--- config.mk ---
export PLATFORM = sky130hd
export DESIGN_NAME = tri_area_recip_pipe
export DESIGN_NICKNAME = d
export VERILOG_FILES = /design/src/rtl/tri_area_recip_pipe.sv
export SDC_FILE = /design/constraint.sdc
export NUM_CORES = 2
export LEC_CHECK = 0
export ABC_CLOCK_PERIOD_IN_PS = 7550
export CORE_UTILIZATION = 50
export CTS_BUF_LIST = sky130_fd_sc_hd__clkbuf_4 sky130_fd_sc_hd__clkbuf_8
export CTS_CLUSTER_SIZE = 16
export DETAILED_ROUTE_END_ITERATION = 8
export GPL_TIMING_DRIVEN = 0
export PLACE_DENSITY = 0.82
export REMOVE_ABC_BUFFERS = 1
export SYNTH_ARGS = -nofsm -noshare
export SYNTH_HDL_FRONTEND = slang
export SYNTH_SLANG_ARGS = --single-unit
--- constraint.sdc ---
create_clock -name clk -period 7.55 [get_ports clk]
set_input_delay 0.755 -clock clk [delete_from_list [all_inputs] [get_ports clk]]
set_output_delay 0.755 -clock clk [all_outputs]
set_load 0.005 [all_outputs]
--- src/rtl/tri_area_recip_pipe.sv ---
// Triangle doubled-area edge function plus saturated fixed-point reciprocal; optional TRI_AREA_CULL_EN drops area2<=0.
// Latency: 4 edges from accept for degenerate triangles, 4+D otherwise (D = OUT_FRAC+2*FRAC+1).
// Backpressure: one triangle in flight; in_ready only in IDLE, result holds in OUT until out_ready.
module tri_area_recip_pipe #(
  parameter int W        = 16,
  parameter int FRAC     = 4,
  parameter int OUT_W    = 16,
  parameter int OUT_FRAC = 12,
  parameter int TAG_W    = 8
) (
  input  logic                 clk,
  input  logic                 rst_n,
  input  logic                 in_valid,
  output logic                 in_ready,
  input  logic [W-1:0]         v0x,
  input  logic [W-1:0]         v0y,
  input  logic [W-1:0]         v1x,
  input  logic [W-1:0]         v1y,
  input  logic [W-1:0]         v2x,
  input  logic [W-1:0]         v2y,
  input  logic [TAG_W-1:0]     in_tag,
  output logic                 out_valid,
  input  logic                 out_ready,
  output logic [2*W+2:0]       area2,
  output logic [OUT_W-1:0]     recip,
  output logic [TAG_W-1:0]     out_tag,
  output logic                 degenerate,
  output logic                 backface,
  output logic                 sat
);

  localparam int AW = 2*W+3;
  localparam int RW = AW+1;
  localparam int D  = OUT_FRAC+2*FRAC+1;
  localparam int CW = $clog2(D+1);
  localparam int QW = (D > OUT_W) ? D : OUT_W;
  localparam logic [QW-1:0] QMAX    = QW'((64'd1 << (OUT_W-1)) - 64'd1);
  localparam logic [CW-1:0] CNT_TOP = CW'(D-1);

  typedef enum logic [2:0] {IDLE, SUB, MUL0, MUL1, SUM, DIV, OUT} state_t;
  state_t state_q, state_d;

  logic signed [W-1:0]   v0x_q, v0y_q, v1x_q, v1y_q, v2x_q, v2y_q;
  logic signed [W:0]     dx1_q, dy2_q, dy1_q, dx2_q;
  logic signed [W:0]     mul_a, mul_b;
  logic signed [2*W+1:0] prod, p0_q, p1_q;
  logic signed [AW-1:0]  sum_c;
  logic [AW-1:0]         abs_c;
  logic                  area_zero, drop_c;

  logic [AW-1:0]         den_q, rem_q, rem_nx;
  logic [RW-1:0]         rem_sh;
  logic [D-1:0]          quo_q, quo_nx;
  logic [CW-1:0]         cnt_q;
  logic                  neg_q, rem_ge, sat_c;
  logic [QW-1:0]         q_ext;
  logic [OUT_W-1:0]      mag_c, recip_c;

  // One multiplier shared across MUL0 (dx1*dy2) and MUL1 (dy1*dx2).
  always_comb begin
    mul_a = (state_q == MUL1) ? dy1_q : dx1_q;
    mul_b = (state_q == MUL1) ? dx2_q : dy2_q;
    prod  = (2*W+2)'(mul_a) * (2*W+2)'(mul_b);
    sum_c = AW'(p0_q) - AW'(p1_q);
    abs_c = sum_c[AW-1] ? $unsigned(-sum_c) : $unsigned(sum_c);
    area_zero = (sum_c == '0);
`ifdef TRI_AREA_CULL_EN
    drop_c = sum_c[AW-1] | area_zero;
`else
    drop_c = 1'b0;
`endif
  end

  // Restoring division of the constant 2^(D-1): the only set dividend bit enters first.
  always_comb begin
    rem_sh  = {rem_q, (cnt_q == CNT_TOP)};
    rem_ge  = (rem_sh >= {1'b0, den_q});
    rem_nx  = AW'(rem_ge ? (rem_sh - {1'b0, den_q}) : rem_sh);
    quo_nx  = {quo_q[D-2:0], rem_ge};
    q_ext   = QW'(quo_nx);
    sat_c   = (q_ext > QMAX);
    mag_c   = sat_c ? QMAX[OUT_W-1:0] : q_ext[OUT_W-1:0];
    recip_c = neg_q ? (~mag_c + 1'b1) : mag_c;
  end

  always_comb begin
    state_d = state_q;
    case (state_q)
      IDLE: if (in_valid && in_ready) state_d = SUB;
      SUB:  state_d = MUL0;
      MUL0: state_d = MUL1;
      MUL1: state_d = SUM;
      SUM: begin
        if (drop_c)         state_d = IDLE;
        else if (area_zero) state_d = OUT;
        else                state_d = DIV;
      end
      DIV:  if (cnt_q == '0) state_d = OUT;
      OUT:  if (out_ready) state_d = IDLE;
      default: state_d = IDLE;
    endcase
  end

  always_ff @(posedge clk) begin
    if (!rst_n) state_q <= IDLE;
    else        state_q <= state_d;
  end

  always_ff @(posedge clk) begin
    if (!rst_n) begin
      in_ready   <= 1'b0;
      out_valid  <= 1'b0;
      area2      <= '0;
      recip      <= '0;
      out_tag    <= '0;
      degenerate <= 1'b0;
      backface   <= 1'b0;
      sat        <= 1'b0;
      v0x_q <= '0; v0y_q <= '0; v1x_q <= '0; v1y_q <= '0; v2x_q <= '0; v2y_q <= '0;
      dx1_q <= '0; dy2_q <= '0; dy1_q <= '0; dx2_q <= '0;
      p0_q  <= '0; p1_q  <= '0;
      den_q <= '0; rem_q <= '0; quo_q <= '0; cnt_q <= '0; neg_q <= 1'b0;
    end else begin
      in_ready  <= (state_d == IDLE);
      out_valid <= (state_d == OUT);
      case (state_q)
        IDLE: if (in_valid && in_ready) begin
          v0x_q <= v0x; v0y_q <= v0y; v1x_q <= v1x;
          v1y_q <= v1y; v2x_q <= v2x; v2y_q <= v2y;
          out_tag <= in_tag;
        end
        SUB: begin
          dx1_q <= {v1x_q[W-1], v1x_q} - {v0x_q[W-1], v0x_q};
          dy2_q <= {v2y_q[W-1], v2y_q} - {v0y_q[W-1], v0y_q};
          dy1_q <= {v1y_q[W-1], v1y_q} - {v0y_q[W-1], v0y_q};
          dx2_q <= {v2x_q[W-1], v2x_q} - {v0x_q[W-1], v0x_q};
        end
        MUL0: p0_q <= prod;
        MUL1: p1_q <= prod;
        SUM: begin
          area2 <= sum_c;
`ifdef TRI_AREA_CULL_EN
          backface   <= 1'b0;
          degenerate <= 1'b0;
`else
          backface   <= sum_c[AW-1];
          degenerate <= area_zero;
`endif
          neg_q <= sum_c[AW-1];
          den_q <= abs_c;
          rem_q <= '0;
          quo_q <= '0;
          cnt_q <= CNT_TOP;
          recip <= '0;
          sat   <= 1'b0;
        end
        DIV: begin
          rem_q <= rem_nx;
          quo_q <= quo_nx;
          cnt_q <= cnt_q - 1'b1;
          if (cnt_q == '0) begin
            recip <= recip_c;
            sat   <= sat_c;
          end
        end
        default: ;
      endcase
    end
  end

endmodule

==> flow_summary_export.csv <==
group,metric,value,unit
sta,fmax,132,MHz
routing,wl_per_cell,16.4,um
floorplanning,die_w,259,um
setup_path,end_kind,"register",
pwr,peakVddDrop,0.153,mV
setup_path,crit_type,"reg2reg",
placement,io_buffers,171,
floorplanning,ios,172,
synthesis,synth_area,32900,um^2
final_layout,multiInputGateArea,23300,um^2
sta,rsz0062_at_grt,"true",
synthesis,synthFlopType,"dfxtp_1",
cts,clk_path_buf_depth,3,
setup_path,critPathLaunchType,"register",
final_layout,layout.nets,4989,
hold_path,min_path_type,"in2reg",
placement,post-place-cells,5039,
cts,numClockSinks,392,
placement,hpwl,61700,um
setup_path,r2r_start,"state_q[2]",
synthesis,synth_top_area_frac,0.238,
placement,gp_congestion,0.953,
cts,cts-root-buf,"clkbuf_8",
sta,fin_crit_sh,1.00,
cts,clk_pin_slew,0.06,ns
synthesis,synth_warnings,0,
sta,tightest_slew,1.11,ns
setup_path,cp.arrival,8.15,ns
final_layout,utilization,0.597,
grt,grt_usage,0.249,
status,status,"finished, violations left",
final_layout,register_area,7860,um^2
synthesis,synth_edf_count,0,
cts,cts_hold_buf,0,
grt,grt_pass1_vias,28400,
setup_path,worstPathMaxFanout,8,
final_layout,drive_gt1_frac,0.0944,
cts,cts_tree,"done",
synthesis,synthCells,4181,
placement,pre_cts_ws,-2.67,ns
sta,skew,0.0499,ns
final_layout,n_antenna_cell,0,
grt,grt_pass1_wl,138000,um
routing,routed_via_density,5.54,
cts,htreeDepth,3,
sta,finalCriticalPeriod,7.58,ns
floorplanning,die_h,259,um
sta,fin_ws,-0.0318,ns
floorplanning,core-area,64700,um^2
routing,drt_iter0_markers,1703,
setup_path,required,8.12,ns
routing,drtPass1Iterations,5,
cts,clock_latency,0.69,ns
final_layout,fillers,5560,
routing,drcViolationCount,0,
status,violations,"negative setup slack",
synthesis,synth.area.top_cells,"dfxtp_1, fa_1, nand2_1",
final_layout,areaGrowthSynthToFinish,17.3,%
grt,antenna_found_initial,0,
routing,vias,29200,
hold_path,min_from,"rst_n",
job,max_cap_viol_count,0,
synthesis,synthTopCellsByCount,"nand2_1, inv_1, nor2_1",
sta,setup_viol,2,
grt,grt_max_degree,154,
routing,drt_wl_total,86200,um
floorplanning,start_util,0.509,
grt,overflow,0,
final_layout,layout.cells.non_filler,5263,
synthesis,synth.most_common_cell,"nand2_1",
synthesis,ys_ff_latch,392,
synthesis,syn_area_per_cell,7.87,um^2
synthesis,yosysTopAreaCell,"dfxtp_1",
setup_path,crit_start,"state_q[2]",
sta,finalMaxSlewViolations,0,
routing,ant_nets,0,
sta,slew_headroom,0.260,
floorplanning,num_rows,93,
synthesis,async_reset_ff_frac,0,
floorplanning,die-area,66900,um^2
pwr,leakagePower,16.2,nW
pwr,powerDensity,228,nW/um^2
sta,hold_viol,0,
synthesis,yosysSeqAreaShare,0.238,
synthesis,synth_cell_types,88,
cts,numCtsBuffers,70,
==> power breakdown <==
group	internal [W]	switching (W)	total [W]	leakage (nW)
Clock	0.00126	0.000941	0.00220	0.812
Sequential	0.00222	0.000122	0.00234	3.17
Combinational	0.00170	0.00257	0.00427	12.2
==> worst max-delay path: stages, from the launching register on <==
cell and delay (ns):
dfxtp_4 0.35, nand3b_1 0.17, buf_6 0.15, buf_12 0.14, buf_16 0.15, buf_16 0.15, buf_8 0.14, mux2i_4 0.28
nor2_2 0.09, fa_2 0.61, buf_6 0.12, fa_1 0.42, fa_1 0.49, fa_2 0.59, fa_1 0.43, fa_1 0.54
ha_4 0.22, a21o_1 0.20, a21o_1 0.17, a221o_1 0.33, a221o_1 0.40, a21o_1 0.23, o21ai_2 0.18, a21oi_2 0.08
o21a_1 0.24, o211ai_1 0.22, o41ai_2 0.12, a221oi_1 0.26
==> registers in the layout (all words and copies together) (netlist names), 16 cells and up <==
register / flops
den_q: 35
rem_q: 35
area2: 34
p0_q: 34
p1_q: 34
quo_q: 20
dx1_q: 17
dx2_q: 17
dy1_q: 17
dy2_q: 17
recip: 16
v0x_q: 16
v0y_q: 16
v1x_q: 16
v1y_q: 16
v2x_q: 16
v2y_q: 16
==> final cells by class <==
class,count,area share
multi-input combinational,3109,0.602
sequential,392,0.204
timing repair buffer,301,0.0791
inverter,483,0.0473
clock buffer,109,0.0353
tap,855,0.0277
clock inverter,14,0.00467
==> cells by family (layout without fill, tap and decap cells) <==
family,after synthesis,count (layout),synth area share
xor gates and xnor gates,158,158,0.0420
AOI/OAI and AO/OA,844,844,0.155
adders and majority gates,524,524,0.268
buffers and inverters,681,907,0.0788
DFF,392,392,0.238
muxes,52,52,0.0159
and+or+nand+nor,1530,1531,0.201
==> worst paths after layout <==
path / end / depth (start not counted) / slack (ns)
max: p0_q[33] / 27 / -0.03
max reg2reg: p0_q[33] / 27 / -0.03
min: rem_q[2] / 2 / 0.38
min reg2reg: den_q[2] / 2 / 0.45
==> metal layers <==
| layer | global-route usage | vias to the layer above | routed length, um |
|---|---|---|---|
| met5 | 0 | - | 0 |
| met4 | 0.0991 | 0 | 3650 |
| met3 | 0.0365 | 261 | 5130 |
| met2 | 0.433 | 1041 | 41600 |
| met1 | 0.311 | 13700 | 35800 |
| li1 | - | 14100 | - |
==> placed cells by master (no fill, tap or decap), types with 26 or more instances in the layout <==
cell type and count:
nand2_1 737, a21o_1 50, xor2_1 59, and3_1 26, inv_1 475, clkdlybuf4s50_1 170, o21ai_0 110, ha_1 212
a31oi_1 33, nor3_1 56, buf_4 95, o21a_1 27, nand3_1 81, nor2b_1 26, xnor2_1 99, dfxtp_1 389
a21oi_1 398, fa_1 288, a211oi_1 49, nor2_1 405, clkbuf_8 87
==> stage by stage <==
stage	hold slack, ns	instance area, um^2	TNS [ns]	total power (W)
finish	0.382	38600	-0.0470	0.00881
global route	0.367	38600	-1.01	0.00938
CTS	0.348	37800	0	0.00868
detailed placement	0.444	35500	-93.24	0.00636
global placement	0.437	34900	-1616.85	0.00624
floorplan	0.431	32100	-207.63	0.00533
==> what timing repair did <==
item / 4_1_cts / 5_1_grt
gates cloned: 2 / 3
buffers inserted: 42 / 55
resized for setup: 86 / 88
pin swaps: 9 / 61
setup endpoints to repair: 52 / 26
No activity file was read; power rests on OpenSTA's default activity.
